### src/rtl/pad_debounce8.sv
// Eight-channel pad conditioner: two-flop synchronizer, tick-qualified stability
// counter per channel, and registered one-cycle press/release strobes.

module pad_debounce_lane #(
    parameter int STABLE_COUNT = 16,
    parameter int CNT_W        = $clog2(STABLE_COUNT + 1)
) (
    input  logic clk,
    input  logic rst,
    input  logic tick,
    input  logic sample,
    output logic level,
    output logic rise,
    output logic fall
);
    localparam logic [CNT_W-1:0] LAST = CNT_W'(STABLE_COUNT - 1);

    logic [CNT_W-1:0] cnt;

    always_ff @(posedge clk) begin
        if (rst) begin
            cnt   <= '0;
            level <= 1'b0;
            rise  <= 1'b0;
            fall  <= 1'b0;
        end else begin
            rise <= 1'b0;
            fall <= 1'b0;
            if (tick) begin
                // Any sample agreeing with the current level restarts the run.
                if (sample == level) begin
                    cnt <= '0;
                end else if (cnt == LAST) begin
                    level <= sample;
                    cnt   <= '0;
                    rise  <= sample;
                    fall  <= ~sample;
                end else begin
                    cnt <= cnt + CNT_W'(1);
                end
            end
        end
    end
endmodule

module pad_debounce8 #(
    parameter int STABLE_COUNT = 16
) (
    input  logic       clk,
    input  logic       rst,
    input  logic       tick,
    input  logic [7:0] pad_raw,
    output logic [7:0] pad_level,
    output logic [7:0] pad_press,
    output logic [7:0] pad_release,
    output logic       any_press
);
    localparam int NUM_LANES = 8;
    localparam int CNT_W     = $clog2(STABLE_COUNT + 1);

    logic [NUM_LANES-1:0] sync1;
    logic [NUM_LANES-1:0] sync2;

    // Synchronizer runs every clock so tick gating never adds metastability exposure.
    always_ff @(posedge clk) begin
        if (rst) begin
            sync1 <= '0;
            sync2 <= '0;
        end else begin
            sync1 <= pad_raw;
            sync2 <= sync1;
        end
    end

    for (genvar i = 0; i < NUM_LANES; i++) begin : g_lane
        pad_debounce_lane #(
            .STABLE_COUNT(STABLE_COUNT),
            .CNT_W       (CNT_W)
        ) u_lane (
            .clk   (clk),
            .rst   (rst),
            .tick  (tick),
            .sample(sync2[i]),
            .level (pad_level[i]),
            .rise  (pad_press[i]),
            .fall  (pad_release[i])
        );
    end

    assign any_press = |pad_press;
endmodule

### config.mk
export PLATFORM = sky130hd
export DESIGN_NAME = pad_debounce8
export DESIGN_NICKNAME = d
export VERILOG_FILES = /design/src/rtl/pad_debounce8.sv
export SDC_FILE = /design/constraint.sdc
export NUM_CORES = 1
export LEC_CHECK = 0
export BUFFER_PORTS_ARGS = -buffer_cell sky130_fd_sc_hd__buf_4
export CAP_MARGIN = 40
export CORE_ASPECT_RATIO = 2
export CORE_MARGIN = 5
export CORE_UTILIZATION = 55
export DETAILED_ROUTE_END_ITERATION = 10
export PLACE_DENSITY = 0.74
export SYNTH_ARGS = -nofsm -noshare
export SYNTH_HDL_FRONTEND = slang
export SYNTH_SLANG_ARGS = --single-unit
### constraint.sdc
create_clock -name clk -period 1.6 [get_ports clk]
set_input_delay 0.08 -clock clk [delete_from_list [all_inputs] [get_ports clk]]
set_output_delay 0.08 -clock clk [all_outputs]
set_load 0.005 [all_outputs]
* Word-level counts from Yosys, hierarchy flattened *
Cells that the tools add are included.

cells by class
  add/subtract/negate cells = 8
  eq/ne operators = 16
  bitwise logic cells = 25
  muxes and demuxes = 16
  reduce and logical (&&, ||, !) cells = 17

operators by type and width
  kind                                            number
  two-way mux 5 bit                               16
  adder 5 x 1 -> 5 bit (second input constant)    8
  == test 5 x 4 -> 1 bit (second input constant)  8
  OR reduction 4 bit                              8
  NOT 1 bit                                       25
  AND reduction 3 bit                             8
  == test 1 bit                                   8
  OR reduction 8 bit                              1

word-level totals
  register bits after elaboration = 80
  output and inout bits = 25
  bits of input ports = 11

* Longest topological paths before layout *
Gate-level depths: netlist of the first run.

  depth after elaboration = 3
  mapped depth = 5
  mapped depth without buffers = 4

* Modules after synthesis *
From an unflattened synthesis of the first run, not the netlist that was laid out.

second synthesis, totals
  cell total of the unflattened synthesis = 348
  area, all modules = 3373.2 um^2

modules (own cells, without submodules)
  module             times used  area an instance (um^2)  cells an instance  seq. area each (um^2)
  pad_debounce_lane  8           361.6                    39                 160.2
  pad_debounce8      1           480.5                    36                 320.3

* Worst setup path after synthesis of the first run *
No wires, ideal clock.

  path type = flip-flop to flip-flop
  start point = register g_lane[2].u_lane.level
  end point = register g_lane[2].u_lane.cnt[3]
  stages on the path, launching flop included = 4
  setup time = 0.074 ns
  setup slack = 0.336 ns
  buffers on the path = 0
  data required time = 1.526 ns
  data arrival time = 1.190 ns
  cell sequence = dfxtp_1 xor2_2 or4b_1 a31oi_1

on the way
  cells in the longest elaborated chain, start to end = 2

ends and longest elaborated chain
  what                      RTL line  RTL
  start: declaration        12        output logic level,
  start signal: assignment  34        level <= sample;
  == test 1 bit             31        if (sample == level) begin
  two-way mux 5 bit         31
  end signal: assignment    39        cnt <= cnt + CNT_W'(1);
  end: declaration          18        logic [CNT_W-1:0] cnt;

No other way between the ends.
A chain may end at the register's enable or synchronous reset.

* Final worst setup path of the first run *
  start point = register g_lane[1].u_lane.rise
  end point = output any_press

on the way
  cells in the longest elaborated chain, start to end = 1

ends and longest elaborated chain
  what                      RTL line  RTL
  start: declaration        13        output logic rise,
  start signal: assignment  36        rise <= sample;
  OR reduction 8 bit        90        assign any_press = |pad_press;
  end: declaration          56        output logic any_press

No other way between the ends.

==> reports/metrics.cfg, run 1 <==
[die]
ios=36
start_util_pct=56.3
die_h_um=123
row_count=41
core_area_mm2=0.00626
fp.dieW_um=66.6
dieArea_mm2=0.00820

[worst_setup_path]
required_ns=1.52
crit_family=simple AND/OR/NAND/NOR gates
max_stage_delay_ns=0.49
crit_chain=nor4_1 > nand2_1 > buf_4
crit_path_end_kind=output pin
cp.arrival_ns=1.43
cp_max_fo=2
crit_type=reg2out
path_buf_inv=1
start_kind=register
crit_slowest_cell=nor4_1

[flow_run]
drv_cap=0

[final_layout]
final_util_pct=66.0
diodes=0
fill_cells=555
design_area_mm2=0.00413
drive_above_1_share_pct=15.1
final_nets=424
syn2layout_area_growth_pct=17.3
final_cell_mix=dfxtp_1 (80), a21oi_1 (45), buf_4 (42)
layout_commonest_cell=dfxtp_1

[detailed_routing]
drc=0
wl_met2_um=4070
viasPerCell=5.63
wl_met3_um=271
drt-wirelength-per-cell_um=14.6
drt_iter0_markers=157
drtPass1Iterations=4
met1_length_um=2730
vias=2794
highest_layer=met4
wirelength_um=7220
final_antenna_net_count=0

[timing]
period_share_pct=94.6
finalSetupViolCount=0
fin_worst_skew_ns=0.00453
fmax_mhz=661
slew_headroom_pct=63.5
final.min_clock_period_ns=1.51
worst_pin_slew_ns=0.546
finalHoldViolations=0
fin_tns_setup_ns=0
rsz0062_at_grt=no
slew_violations=0

[place]
place_area_mm2=0.00372
gp_congestion=0.773
port_buffers=35
hpwl_um=4910

[power]
p_clk_share_pct=50.8
vdd_drop_max_uv=762
p_sw_mw=0.893
seqPwrFrac_pct=45.2
p_comb_share_pct=4.0
power.leakage_nw=1.55
p_int_mw=3.60
swShare_pct=19.9
p_per_area_mw_per_mm2=1090

[cts]
holdBufCountCts=8
root_buffer=clkbuf_16
numCtsBuffers=9
clock-sinks=80
cts_tree=built
cts_setup_buffers=0
worstSkewPairLatency_ns=0.33
htreeDepth=3
ctsResizeCount=0
clk_pin_slew_ns=0.05
clockBufferDepth=2

[grt]
grt_pass1_wl_um=12000
grt_antenna_before_repair=0
grt-ovfl-total=0
grt_pass1_vias=2659
grt_usage_pct=19.3
grt_max_degree=41

[hold_path]
worstHoldPathType=in2reg

[logic_synthesis]
synth_nets=403
avgSynthCellArea_um2=9.17
synthFlopType=dfxtp_1
synth_area_mm2=0.00352
synth_cells=384
synth-seq-cells=80
yosysUniqueCellTypes=25
synth-edff-count=0
ys_seq_area_share_pct=45.5
ys_warn_count=0
async_flop_share_pct=0

[outcome]
status=finished clean

-- cell usage after synthesis, types with 4 or more instances --
library cell | count | area share, %
nand2b_1 | 6 | 1.1
buf_4 | 24 | 5.1
nand4b_1 | 16 | 4.0
nand4_1 | 16 | 2.8
nand3_1 | 28 | 4.0
and4b_1 | 12 | 3.4
a31oi_1 | 8 | 1.4
buf_2 | 4 | 0.57
nand2_1 | 30 | 3.2
xor2_1 | 5 | 1.2
o21ai_0 | 16 | 2.3
clkbuf_1 | 11 | 1.2
a21oi_1 | 45 | 6.4
ha_1 | 8 | 2.8
dfxtp_1 | 80 | 45
nor3b_1 | 28 | 6.0
inv_1 | 7 | 0.75
nor2b_1 | 25 | 4.4
-- power by group through the flow --
stage | Clock [mW] | Combinational [mW] | Sequential, mW
6_report | 2.28 | 0.179 | 2.03
5_1_grt | 2.41 | 0.197 | 2.04
4_1_cts | 2.32 | 0.181 | 2.03
3_5_place_dp | 0 | 0.164 | 2.08
3_3_place_gp | 0 | 0.160 | 2.08
2_1_floorplan | 0 | 0.103 | 2.07
-- stage by stage --
step,power [mW],worst slack [ns],cells,hold slack (ns)
6_report,4.50,0.0864,496,0.139
5_1_grt,4.64,0.0265,496,0.154
4_1_cts,4.53,0.0130,496,0.135
3_5_place_dp,2.24,0.209,472,0.301
3_3_place_gp,2.24,0.261,472,0.289
2_1_floorplan,2.18,0.336,384,0.208
-- final timing paths --
path                                        startpoint                 endpoint  slack (ns)  depth (start not counted)
worst max-delay path             g_lane[1].u_lane.rise                any_press        0.09                          3
worst min-delay path                               rst                 sync1[1]        0.14                          2
worst max register to register  g_lane[7].u_lane.level  g_lane[7].u_lane.cnt[3]        0.19                          3
worst min register to register                sync1[5]                 sync2[5]        0.43                          1
-- registers in the layout (all words and copies together) (netlist names) --
name and cells:
g_lane.u_lane.rise 8, g_lane.u_lane.level 8, sync2 8, g_lane.u_lane.fall 8, sync1 8, g_lane.u_lane.cnt 40
-- metal layers --
layer / track usage, % / vias to the layer above
li1: - / 1399
met1: 19.4 / 1339
met2: 35.6 / 42
met3: 4.73 / 14
met4: 9.92 / 0
met5: 0 / -
-- cells by family after synthesis --
| family | synth area share, % |
|---|---|
| AOI/OAI and AO/OA | 10.1 |
| adders and majority gates | 2.84 |
| buffers and inverters | 7.82 |
| and+or+nand+nor | 31.2 |
| xor gates and xnor gates | 2.63 |
| DFF | 45.5 |
-- final cells by class --
cell class	count	area (um^2)	area share, %
clock buffers	9	225	5.45
clock inverters	7	110	2.67
inverters	7	26.3	0.636
multi-input cells	256	1650	39.8
flip-flops and latches	80	1600	38.8
well taps	86	108	2.60
repair buffers	51	415	10.1
Note: power is estimated with default switching activity, not from simulation.
==> run 2, diff against run 1 <==
Settings changed: CTS_BUF_LIST set to sky130_fd_sc_hd__clkbuf_4 sky130_fd_sc_hd__clkbuf_8.
==> run 2 against run 1 <==
Non-clock buffer count stayed put. Global-route usage is 0.19 points lower. Register-to-register slack hardly changed. Highest routed layer unchanged. Cell area decreased by 2.3%. Clock power down 24%. Critical path type is now reg2reg. Critical endpoint is now g_lane[7].u_lane.cnt[3]. Maximum frequency grew 6.5%. Wire length grew 0.21%. Sequential cell count unchanged. Total power is 12% lower.
==> reports/metrics.cfg, run 2 (synthesis gave the netlist of run 1 again) <==
[outcome]
status=finished clean

[die]
die_h_um=123  ; unchanged
core_area_mm2=0.00626  ; unchanged
ios=36  ; unchanged
fp.dieW_um=66.6  ; unchanged
start_util_pct=56.3  ; unchanged
dieArea_mm2=0.00820  ; unchanged
row_count=41  ; unchanged

[worst_setup_path]
cp.arrival_ns=1.71  ; +0.28 ns
crit_chain=xor2_2 > or4b_1 > a31oi_1
start_kind=register
crit_type=reg2reg
required_ns=1.89  ; +0.37 ns
max_stage_delay_ns=0.47  ; -0.02 ns
crit_path_end_kind=register
cp_max_fo=6  ; +4
crit_slowest_cell=or4b_1

[cts]
worstSkewPairLatency_ns=0.36  ; +0.03 ns
htreeDepth=3  ; unchanged
cts_tree=built
root_buffer=clkbuf_8
clk_pin_slew_ns=0.08  ; +0.03 ns
clockBufferDepth=2  ; unchanged
numCtsBuffers=9  ; unchanged
cts_setup_buffers=0  ; unchanged
clock-sinks=80  ; unchanged

[final_layout]
top_register=g_lane.u_lane.cnt
syn2layout_area_growth_pct=14.6
largest_reg_flops=40  ; unchanged
final_nets=424  ; unchanged
fill_cells=576  ; +3.8%
diodes=0  ; unchanged
final_cell_mix=dfxtp_1 (80), a21oi_1 (45), buf_4 (42)
layout_commonest_cell=dfxtp_1
drive_above_1_share_pct=15.4  ; +0.24 points

[grt]
grt-ovfl-total=0  ; unchanged
grt_pass1_wl_um=11900  ; -0.98%
use_met3_pct=4.82  ; +0.091 points
grt-busiest-layer=met2
grt_usage_pct=19.1  ; -0.19 points
grt_pass1_vias=2662  ; +0.11%
grt_antenna_before_repair=0  ; unchanged
grt_max_degree=41  ; unchanged
use_met2_pct=34.9  ; -0.68 points
globalRouteMet1Util_pct=19.4  ; -0.058 points

[timing]
fin_worst_skew_ns=0.00644  ; +0.00191 ns
finalSetupViolCount=0  ; unchanged
rsz0062_at_grt=no
holdWs_ns=0.116  ; -0.0231 ns
slew_headroom_pct=63.6  ; +0.20 points
fmax_mhz=704  ; +6.5%
finalHoldViolations=0  ; unchanged
period_share_pct=88.8  ; -5.8 points
slew_violations=0  ; unchanged
fin_tns_setup_ns=0  ; unchanged
final.min_clock_period_ns=1.42  ; -0.0923 ns
worst_pin_slew_ns=0.543  ; -0.00295 ns

[detailed_routing]
vias=2782  ; -0.43%
drtPass1Iterations=4  ; unchanged
drt_iter0_markers=170  ; +8.3%
final_antenna_net_count=0  ; unchanged
drt-wirelength-per-cell_um=14.6  ; +0.21%
viasPerCell=5.61  ; -0.43%
drc=0  ; unchanged
wirelength_um=7240  ; +0.21%

[power]
p_per_area_mw_per_mm2=978  ; -10%
power.leakage_nw=1.50  ; -2.9%
vdd_drop_max_uv=693  ; -9.0%

[place]
gp_congestion=0.773  ; unchanged
hpwl_um=4910  ; unchanged
port_buffers=35  ; unchanged

[flow_run]
drv_cap=0  ; unchanged

[hold_path]
worstHoldPathType=in2reg

## run 2: through the flow
| stage | instances | utilization [%] | power [mW] | setup slack (ns) | cell area [um^2] |
|---|---|---|---|---|---|
| floorplan | 384 | - | 2.18 | 0.336 | 3520 |
| global placement | 472 | 59.4 | 2.24 | 0.261 | 3720 |
| detailed placement | 472 | 59.4 | 2.24 | 0.209 | 3720 |
| CTS | 496 | 64.5 | 3.98 | 0.115 | 4040 |
| global route | 496 | 64.5 | 4.09 | 0.0771 | 4040 |
| finish | 496 | 64.5 | 3.95 | 0.179 | 4040 |
## run 2: worst paths after layout
kind	cells after the start	endpoint	slack (ns)	startpoint
worst max-delay path	3	g_lane[7].u_lane.cnt[3]	0.18	g_lane[7].u_lane.level
worst min-delay path	2	sync2[5]	0.12	rst
worst max register to register	3	g_lane[7].u_lane.cnt[3]	0.18	g_lane[7].u_lane.level
worst min register to register	1	sync2[5]	0.44	sync1[5]
## run 2: layer usage
layer	wire, um	vias to the layer above
met3	269	19
met1	2710	1325
li1	-	1398
met4	195	0
met2	4060	40
met5	0	-
## run 2: layout make-up
type / instances / area [um^2] / share of cell area [%]
clock buffers: 9 / 124 / 3.07
clock inverters: 7 / 110 / 2.73
inverters: 7 / 26.3 / 0.651
multi-input cells: 256 / 1650 / 40.9
flip-flops and latches: 80 / 1600 / 39.7
well taps: 86 / 108 / 2.67
repair buffers: 51 / 415 / 10.3
## run 2: worst max-delay path: cells and delay by family, from the launching register on
| kind | cells | cell delay (ns) |
|---|---|---|
| xor+xnor | 1 | 0.28 |
| flops | 1 | 0.43 |
| compound gates | 1 | 0.17 |
| simple gates | 1 | 0.47 |
## run 2: power by group
| part | switching [mW] | internal (mW) | total, mW |
|---|---|---|---|
| clock network | 0.713 | 1.02 | 1.74 |
| logic | 0.103 | 0.0768 | 0.179 |
| registers | 0.0172 | 2.01 | 2.03 |
## run 2: repair_timing
action / 4_1_cts / 5_1_grt
gates resized for setup: 1 / 0
hold endpoints to repair: 8 / 0
hold buffers: 8 / 0
endpoints found under the setup margin: 1 / 0
